==> src/rtl/channel_fifo_pkg.sv <==
// rtl/channel_fifo_pkg.sv - shared width helper for the channel FIFO
package channel_fifo_pkg;

  // Ceiling log2 usable in parameter context; clog2(1) = 0, clog2(4) = 2, clog2(5) = 3.
  function automatic int clog2(input int value);
    int result;
    int rem;
    result = 0;
    rem = value - 1;
    while (rem > 0) begin
      result = result + 1;
      rem = rem >> 1;
    end
    return result;
  endfunction

endpackage

==> src/rtl/channel_fifo_if.sv <==
// rtl/channel_fifo_if.sv - valid/data-acknowledge channel bundle
interface channel_fifo_if #(
  parameter int N = 8
);
  logic         v;
  logic [N-1:0] d;
  logic         a;

  // Producer drives valid and data, consumer answers with acknowledge.
  modport master (output v, output d, input a);
  modport slave  (input v, input d, output a);
endinterface

==> src/rtl/channel_fifo_storage.sv <==
// rtl/channel_fifo_storage.sv - register array with one write port and async read
module channel_fifo_storage #(
  parameter int N     = 8,
  parameter int DEPTH = 4,
  parameter int AW    = 2
) (
  input  logic          clk,
  input  logic          we,
  input  logic [AW-1:0] waddr,
  input  logic [N-1:0]  wdata,
  input  logic [AW-1:0] raddr,
  output logic [N-1:0]  rdata
);

  logic [N-1:0] mem [DEPTH];

  // Write port; contents are deliberately left unreset since reads are gated by occupancy.
  always_ff @(posedge clk) begin
    if (we) begin
      mem[waddr] <= wdata;
    end
  end

  assign rdata = mem[raddr];

endmodule

==> src/rtl/channel_fifo.sv <==
// rtl/channel_fifo.sv - channel-to-channel FIFO with occupancy output
module channel_fifo
  import channel_fifo_pkg::*;
#(
  parameter int N     = -1,
  parameter int DEPTH = 4
) (
  input  logic                        clk,
  input  logic                        reset,
  channel_fifo_if.slave               in,
  channel_fifo_if.master              out,
  output logic [clog2(DEPTH+1)-1:0]   count
);

  localparam int AW = clog2(DEPTH);
  localparam int CW = clog2(DEPTH + 1);

  logic [AW-1:0] wp;
  logic [AW-1:0] rp;
  logic          full;
  logic          empty;
  logic          push;
  logic          pop;
  logic [N-1:0]  rdata;

  // Occupancy alone decides full/empty, so the pointers never need an extra wrap bit.
  assign full  = (count == CW'(DEPTH));
  assign empty = (count == '0);

  // Acceptance depends only on in.v and registered state: a full FIFO refuses even
  // when the consumer is popping this cycle, keeping out.a off the in.a path.
  assign push  = in.v && !full;
  assign pop   = !empty && out.a;

  assign in.a  = push;
  assign out.v = !empty;
  assign out.d = rdata;

  channel_fifo_storage #(
    .N     (N),
    .DEPTH (DEPTH),
    .AW    (AW)
  ) u_storage (
    .clk   (clk),
    .we    (push),
    .waddr (wp),
    .wdata (in.d),
    .raddr (rp),
    .rdata (rdata)
  );

  // Pointer and occupancy update; pointers wrap modulo DEPTH by width alone.
  always_ff @(posedge clk or posedge reset) begin
    if (reset) begin
      wp    <= '0;
      rp    <= '0;
      count <= '0;
    end else begin
      if (push) begin
        wp <= wp + AW'(1);
      end
      if (pop) begin
        rp <= rp + AW'(1);
      end
      case ({push, pop})
        2'b10:   count <= count + CW'(1);
        2'b01:   count <= count - CW'(1);
        default: count <= count;
      endcase
    end
  end

endmodule

==> src/flat_wrapper.sv <==
// flat-port wrapper written by rule: the top's interface ports become plain ports
module channel_fifo_flat import channel_fifo_pkg::*;
#(
  parameter int N     = -1,
  parameter int DEPTH = 4
)
  (clk, reset, count, in_v, in_d, in_a, out_v, out_d, out_a);
  channel_fifo_if #(.N(N)) in_i ();
  channel_fifo_if #(.N(N)) out_i ();
  input  logic clk;
  input  logic reset;
  output logic [clog2(DEPTH+1)-1:0] count;
  input wire logic [$bits(in_i.v)-1:0] in_v;
  input wire logic [$bits(in_i.d)-1:0] in_d;
  output wire logic [$bits(in_i.a)-1:0] in_a;
  output wire logic [$bits(out_i.v)-1:0] out_v;
  output wire logic [$bits(out_i.d)-1:0] out_d;
  input wire logic [$bits(out_i.a)-1:0] out_a;
  assign in_i.v = in_v;
  assign in_i.d = in_d;
  assign in_a = in_i.a;
  assign out_v = out_i.v;
  assign out_d = out_i.d;
  assign out_i.a = out_a;
  channel_fifo #(.N(N), .DEPTH(DEPTH)) u_core (.clk(clk), .reset(reset), .in(in_i), .out(out_i), .count(count));
endmodule
==> config.mk <==
export PLATFORM = sky130hd
export DESIGN_NAME = channel_fifo_flat
export DESIGN_NICKNAME = d
export VERILOG_FILES = /design/src/rtl/channel_fifo_pkg.sv /design/src/rtl/channel_fifo_if.sv /design/src/rtl/channel_fifo_storage.sv /design/src/rtl/channel_fifo.sv /design/src/flat_wrapper.sv
export SDC_FILE = /design/constraint.sdc
export NUM_CORES = 1
export LEC_CHECK = 0
export ABC_CLOCK_PERIOD_IN_PS = 3700
export BUFFER_PORTS_ARGS = -buffer_cell sky130_fd_sc_hd__buf_2
export CAP_MARGIN = 25
export CELL_PAD_IN_SITES_DETAIL_PLACEMENT = 0
export CELL_PAD_IN_SITES_GLOBAL_PLACEMENT = 1
export CORE_MARGIN = 2
export CORE_UTILIZATION = 47
export CTS_BUF_LIST = sky130_fd_sc_hd__clkbuf_4 sky130_fd_sc_hd__clkbuf_8 sky130_fd_sc_hd__clkbuf_16
export DETAILED_ROUTE_END_ITERATION = 16
export HOLD_SLACK_MARGIN = 0.08
export PLACE_DENSITY_LB_ADDON = 0.1
export SLEW_MARGIN = 20
export SYNTH_ARGS = -nofsm -noshare
export SYNTH_HDL_FRONTEND = slang
export SYNTH_SLANG_ARGS = --single-unit
==> constraint.sdc <==
create_clock -name clk -period 3.7 [get_ports clk]
set_input_delay 0.925 -clock clk [delete_from_list [all_inputs] [get_ports clk]]
set_output_delay 0.925 -clock clk [all_outputs]
set_load 0.02 [all_outputs]
==> summary.txt, run 1 <==
Outcome
  – Status: finished clean

Cells and area
  – Commonest non-fill, non-tap cell in the layout: buf_2
  – Storage element area: 536 sq um
  – Post-Layout Cell Count: 96
  – Fillers: 167
  – Final net count: 85
  – P&R area growth vs syn: 14.2%
  – Commonest cells after routing, fill and taps aside: buf_2, edfxtp_1, inv_1
  – Share of cells above drive strength 1: 35.2%
  – Multi-input logic area: 299 sq um
  – Antenna diodes: 0

Clocking
  – CTS Root Cell: clkbuf_4
  – Clock Latency Late Sink: 290 ps
  – Clk slew on worst S/H paths: 110 ps
  – CTS tree: done
  – # H-tree levels: 1
  – # Post-CTS Setup Buffers: 0
  – CTS buffer count: 3
  – CTS resizes: 0
  – # hold bufs at CTS: 0
  – Sink Count: 19
  – Clock Tree Buf Depth: 2

Place
  – Placed cells: 92
  – I/O Buffers: 14
  – Gpl congestion: 0.727

Setup path
  – Nature of the critical path endpoint: output port
  – Worst endpoint required time: 2770 ps
  – CP Launch Point: in_v
  – Setup crit end: in_a
  – Crit Path Class: primary input to output port
  – Top Family by Delay on Critical Path: buffers and inverters
  – Number of cells on the worst reg-to-reg path: 8
  – Worst path bufs/invs: 3
  – Critical Path Source Type: primary input
  – Worst Path Arrival: 1500 ps
  – Crit-path max cell delay: 240 ps
  – Worst-path cell chain: buf_2 > inv_1 > a31oi_4 > buf_2
  – CP dominant cell by count: buf_2
  – Slowest CP cell: a31oi_4
  – RR Startpoint: u_core.count[2]
  – Worst Path Max Fanout: 8
  – Register-to-Register Setup Slack: 1780 ps
  – CP Depth: 4
  – R2R Path End: u_core.count[2]

Timing
  – Pins Over Slew Limit: 0
  – Endpoints failing setup: 0
  – Worst-margin pin slew: 278 ps
  – Clock Skews: 2.90 ps
  – Tmin final: 2430 ps
  – Max-slew headroom: 81.4%
  – Unrepaired setup endpoints after global routing: false
  – Final period util: 65.6%
  – Endpoints failing hold: 0
  – Fmax: 412 MHz
  – Sum of negative setup slack: 0 ps

Synth
  – FF+latch count, synth: 19
  – Top-area cell type share of the netlist area: 41.4%
  – Syn nets: 67
  – Avg Inst Size Synth: 16.1 sq um
  – Number of distinct library cells after synthesis: 17
  – Largest cells by area after synthesis: edfxtp_1, dfrtp_1, mux4_2, ha_1, inv_1
  – Yosys top cell by area: edfxtp_1
  – Seq/Total Area, Yosys: 61.6%
  – Yosys warns: 0
  – Synthesized cell area: 870 sq um
  – Post-Syn Instances: 54

Drt
  – DRT Pass-1 Iters: 3
  – Routed length per instance: 11.6 um
  – Initial drt markers: 3
  – ANT nets after route: 0
  – Final WL: 1110 um
  – Vias: 431
  – Vias per cell: 4.49
  – DRC: 0

Pwr
  – Total power divided by cell area: 787 nW/um^2
  – Max IR drop VDD: 0.426 mV
  – LEAKAGE: 0.423 nW

Die
  – Num rows: 15
  – I/O pins: 15
  – Die span in x: 47.0 um
  – Total Die Area: 2210 sq um
  – Starting Density: 50.4%
  – Core area: 1730 sq um
  – Die height: 47.0 um

Global routing
  – Largest net degree at the start of global routing: 12
  – First-pass GRT wire length: 1830 um
  – GRT Total Usage: 12.4%
  – Initial antenna violation count: 0
  – Grt total ovfl: 0
  – Vias in the first global route: 411

Hold path
  – Hold Path Class: register to register

Flow run
  – Max_cap viols: 0
state kept, by name, indices dropped and copies added (netlist names):
register	count
u_core.wp	2
u_core.count	3
u_core.rp	2
u_core.u_storage.mem	12
cells by family (layout without fill, tap and decap cells):
| kind of cell | count (synthesis) | count (layout) | synth area share, % |
|---|---|---|---|
| XOR/XNOR | 6 | 6 | 6.04 |
| buffers and inverters | 9 | 26 | 4.03 |
| flip-flops | 19 | 19 | 61.6 |
| AND/OR/NAND/NOR | 8 | 8 | 6.19 |
| multiplexers | 5 | 5 | 10.2 |
| adder cells (fa/ha/maj) | 6 | 6 | 9.50 |
| AO/OA/AOI/OAI | 1 | 1 | 2.45 |
power by group:
part	internal (mW)	total [mW]	switching, mW
clock network	0.0402	0.104	0.0634
logic	0.151	0.323	0.172
registers	0.297	0.355	0.0574
total	0.489	0.781	0.293
stage by stage:
step / setup WS [ps] / instance area (sq um) / hold WS (ps) / power (mW) / util [%]
global placement: 1270 / 966 / 508 / 0.689 / 55.9
detailed placement: 1270 / 966 / 503 / 0.690 / 55.9
finish: 1270 / 993 / 523 / 0.781 / 57.5
global route: 1200 / 993 / 539 / 0.842 / 57.5
floorplan: 1460 / 870 / 506 / 0.610 / -
CTS: 1260 / 993 / 518 / 0.792 / 57.5
metal layers:
layer  wire (um)  part of all wire, %  vias to the layer above  GRT usage [%]
met2         512                   46                       11           18.6
met4           0                    0                        0           6.67
li1            -                    -                      218              -
met5           0                    0                        -              0
met1         558                   50                      202           16.4
met3          39                  3.5                        0           3.46
cells in the mapped netlist, drive strengths merged:
| cell type | number |
|---|---|
| mux2i | 1 |
| mux2 | 1 |
| edfxtp | 12 |
| dfrtp | 7 |
| xor2 | 3 |
| fa | 1 |
| and2 | 5 |
| nor2 | 1 |
| buf | 1 |
| or3 | 1 |
| nand3 | 1 |
| xnor2 | 3 |
| ha | 5 |
| a31oi | 1 |
| inv | 8 |
| mux4 | 3 |
cell type report:
| class | count | share of cell area [%] |
|---|---|---|
| repair buffers | 14 | 7.05 |
| clock inverters | 1 | 0.504 |
| flip-flops and latches | 19 | 53.9 |
| multi-input cells | 26 | 30.1 |
| clock buffers | 3 | 2.27 |
| inverters | 8 | 3.02 |
| well taps | 25 | 3.15 |
how the worst min path moves through the flow:
stage / start / to / cells after the start
2_1_floorplan: u_core.rp[1] / u_core.rp[1] / 1
3_3_place_gp: u_core.count[0] / u_core.count[0] / 1
3_5_place_dp: u_core.count[0] / u_core.count[0] / 1
4_1_cts: u_core.count[0] / u_core.count[0] / 1
5_1_grt: u_core.count[0] / u_core.count[0] / 1
6_report: u_core.count[0] / u_core.count[0] / 1
Power figures use the tool's default switching activity.
==> inputs of run 2 (changes only) <==
--- a/config.mk
+++ b/config.mk
@@ -5,13 +5,15 @@
 export SDC_FILE = /design/constraint.sdc
 export NUM_CORES = 1
 export LEC_CHECK = 0
-export ABC_CLOCK_PERIOD_IN_PS = 3700
+export ABC_AREA = 1
+export ABC_CLOCK_PERIOD_IN_PS = 2000
 export BUFFER_PORTS_ARGS = -buffer_cell sky130_fd_sc_hd__buf_2
 export CAP_MARGIN = 25
 export CELL_PAD_IN_SITES_DETAIL_PLACEMENT = 0
 export CELL_PAD_IN_SITES_GLOBAL_PLACEMENT = 1
+export CORE_ASPECT_RATIO = 0.7
 export CORE_MARGIN = 2
-export CORE_UTILIZATION = 47
+export CORE_UTILIZATION = 37
 export CTS_BUF_LIST = sky130_fd_sc_hd__clkbuf_4 sky130_fd_sc_hd__clkbuf_8 sky130_fd_sc_hd__clkbuf_16
 export DETAILED_ROUTE_END_ITERATION = 16
 export HOLD_SLACK_MARGIN = 0.08
==> constraint.sdc (replaced) <==
create_clock -name clk -period 2 [get_ports clk]
set_input_delay 0.5 -clock clk [delete_from_list [all_inputs] [get_ports clk]]
set_output_delay 0.5 -clock clk [all_outputs]
set_load 0.02 [all_outputs]
==> run 2 against run 1 <==
  * Final cell count increased by 53%
  * Synthesized cell count rose by 78%
  * Combinational power is 130% higher
  * Largest power group is now combinational logic
==> summary.txt, run 2 <==
Cells and area
  – Biggest register: u_core.u_storage.mem
  – Commonest cells after routing, fill and taps aside: nand2_1, inv_1, buf_2
  – Commonest non-fill, non-tap cell in the layout: nand2_1
  – P&R area growth vs syn: 13.8%
  – Final net count: 127
  – Max reg flops: 12
  – Fillers: 257
  – Biggest regs: u_core.u_storage.mem: 12 flops, u_core.count: 3 flops
  – Antenna diodes: 0
  – Final Core Density: 44.3%
  – Share of cells above drive strength 1: 21.2%
  – Post-Layout Cell Count: 147

Global routing
  – First-pass GRT wire length: 2530 um
  – Grt total ovfl: 0
  – Largest net degree at the start of global routing: 14
  – Initial antenna violation count: 0
  – GRT Total Usage: 12.1%
  – Vias in the first global route: 541

Clocking
  – # H-tree levels: 1
  – Clk slew on worst S/H paths: 100 ps
  – CTS buffer count: 3
  – # Post-CTS Setup Buffers: 0
  – CTS tree: done
  – CTS resizes: 0
  – Clock Latency Late Sink: 290 ps
  – Clock Tree Buf Depth: 2
  – CTS Root Cell: clkbuf_4
  – # hold bufs at CTS: 0
  – Sink Count: 19

Die
  – Core area: 2440 sq um
  – I/O pins: 15
  – Total Die Area: 2990 sq um
  – Starting Density: 38.9%
  – Die span in x: 64.6 um
  – Die height: 46.4 um
  – Num rows: 15

Drt
  – ANT nets after route: 0
  – DRT Pass-1 Iters: 4
  – Final WL: 1590 um
  – DRC: 0
  – Vias: 597
  – Routed length per instance: 10.8 um
  – Initial drt markers: 9
  – Vias per cell: 4.06

Place
  – Placed cells: 143
  – I/O Buffers: 14
  – HPWL Detailed: 1330 um
  – Gpl congestion: 0.759

Timing
  – Fmax: 563 MHz
  – Clock Skews: 1.63 ps
  – Final period util: 88.8%
  – Tmin final: 1780 ps
  – Worst-margin pin slew: 285 ps
  – Pins Over Slew Limit: 0
  – Sum of negative setup slack: 0 ps
  – Unrepaired setup endpoints after global routing: false
  – Max-slew headroom: 80.9%
  – Hold WS: 121 ps
  – Endpoints failing hold: 0
  – Endpoints failing setup: 0

Hold path
  – Hold Path Class: primary input to asynchronous set/reset pin

Pwr
  – Tot Pwr: 1.57 mW
  – Reg power frac: 40.3%
  – Sw frac: 43.3%
  – Total power divided by cell area: 1450 nW/um^2
  – Psw: 0.678 mW
  – LEAKAGE: 0.537 nW
  – Max IR drop VDD: 0.494 mV
  – P_int: 0.888 mW
  – Logic pwr share: 46.8%
  – Clock network fraction of total power: 12.9%

Setup path
  – Critical Path Source Type: register
  – Crit Path Class: register to register
  – Slowest CP cell: dfrtp_1
  – CP dominant cell by count: nand2_1
  – Nature of the critical path endpoint: register
  – Worst Path Max Fanout: 8
  – Worst Path Arrival: 1970 ps
  – Worst endpoint required time: 2190 ps
  – Worst-path cell chain: inv_2 > nand3_2 > nand2_4 > ha_1 > inv_1 > fa_1 > nand2_1 > nand3_1 > nand2_1 > nand2_1
  – Crit-path max cell delay: 430 ps

Synth
  – Largest cells by area after synthesis: edfxtp_1, dfrtp_1, nand2_1, inv_1, ha_1
  – EDFF count, synth: 12
  – Synth cell count leaders: nand2_1, inv_1, edfxtp_1, dfrtp_1, o211ai_1
  – Yosys warns: 0
  – Asr flop ratio synth: 36.8%
  – Avg Inst Size Synth: 9.89 sq um
  – Syn nets: 109
  – Number of distinct library cells after synthesis: 16
  – Top-count cell post-synth: nand2_1
  – Yosys top cell by area: edfxtp_1
  – Post-Syn Instances: 96
  – Post-synth top flop: edfxtp_1
  – Seq/Total Area, Yosys: 56.4%
  – Top-area cell type share of the netlist area: 37.9%
  – FF+latch count, synth: 19
  – Synthesized cell area: 950 sq um

Flow run
  – Max_cap viols: 0

Outcome
  – Status: finished clean
run 2: cell count changes in the layout (fill, tap and decap cells not counted), moves of 2 or more:
cell,change
and2_1,-4
xor2_1,-3
xnor2_1,-2
mux4_2,-3
o211ai_1,+6
nand2_1,+25
inv_2,+3
nand3_2,+2
inv_1,+13
nand3_1,+4
nor2_1,+3
run 2: final cells by class:
type,instances,area [sq um],share of cell area (%)
flip-flops and latches,19,536,49.5
multi-input cells,52,313,28.9
clock buffers,4,30.0,2.78
well taps,34,42.5,3.94
inverters,24,90.1,8.33
repair buffers,14,70.1,6.48
run 2: power groups by stage:
stage,Clock [mW],Combinational [mW],Sequential (mW)
floorplan,0,0.536,0.661
global placement,0,0.742,0.640
detailed placement,0,0.744,0.641
CTS,0.208,0.748,0.632
global route,0.221,0.833,0.650
finish,0.202,0.732,0.632
run 2: metrics by stage:
step | instance area, sq um | setup WS (ps)
2_1_floorplan | 950 | 189
3_3_place_gp | 1050 | 257
3_5_place_dp | 1050 | 230
4_1_cts | 1080 | 212
5_1_grt | 1080 | 42.7
6_report | 1080 | 224
run 2: kinds of logic (layout without fill, tap and decap cells):
group                      Yosys count  after routing  share of synthesized area [%]
xor gates and xnor gates             1              1                          0.922
AOI/OAI and AO/OA                    7              7                           5.27
DFF                                 19             19                           56.4
adders and majority gates            6              6                           8.70
buffers and inverters               25             42                           10.7
and+or+nand+nor                     38             38                           18.0
run 2: worst paths after layout:
check | to | cells past startpoint | slack (ps) | from
setup / recovery | u_core.count[2] | 10 | 220 | u_core.count[0]
hold / removal | u_core.count[2] | 2 | 120 | reset
setup reg to reg | u_core.count[2] | 10 | 220 | u_core.count[0]
hold reg to reg | u_core.count[0] | 1 | 510 | u_core.count[0]
max in group asynchronous | u_core.rp[1] | 2 | 1660 | reset
min in group clk | u_core.u_storage.mem[2][2] | 1 | 420 | in_d[2]
run 2: layer usage:
metal	share of wire (%)	track usage, %	vias up
li1	-	-	337
met1	58	17.8	246
met2	36	15.6	12
met3	4.0	3.91	2
met4	1.3	6.38	0
met5	0	0	-
run 2: worst max-delay path, delay by kind of cell, from the launching register on:
family / cells / cell delay (ps)
DFF: 1 / 430
adders and majority gates: 2 / 560
buffers and inverters: 2 / 180
and+or+nand+nor: 6 / 530
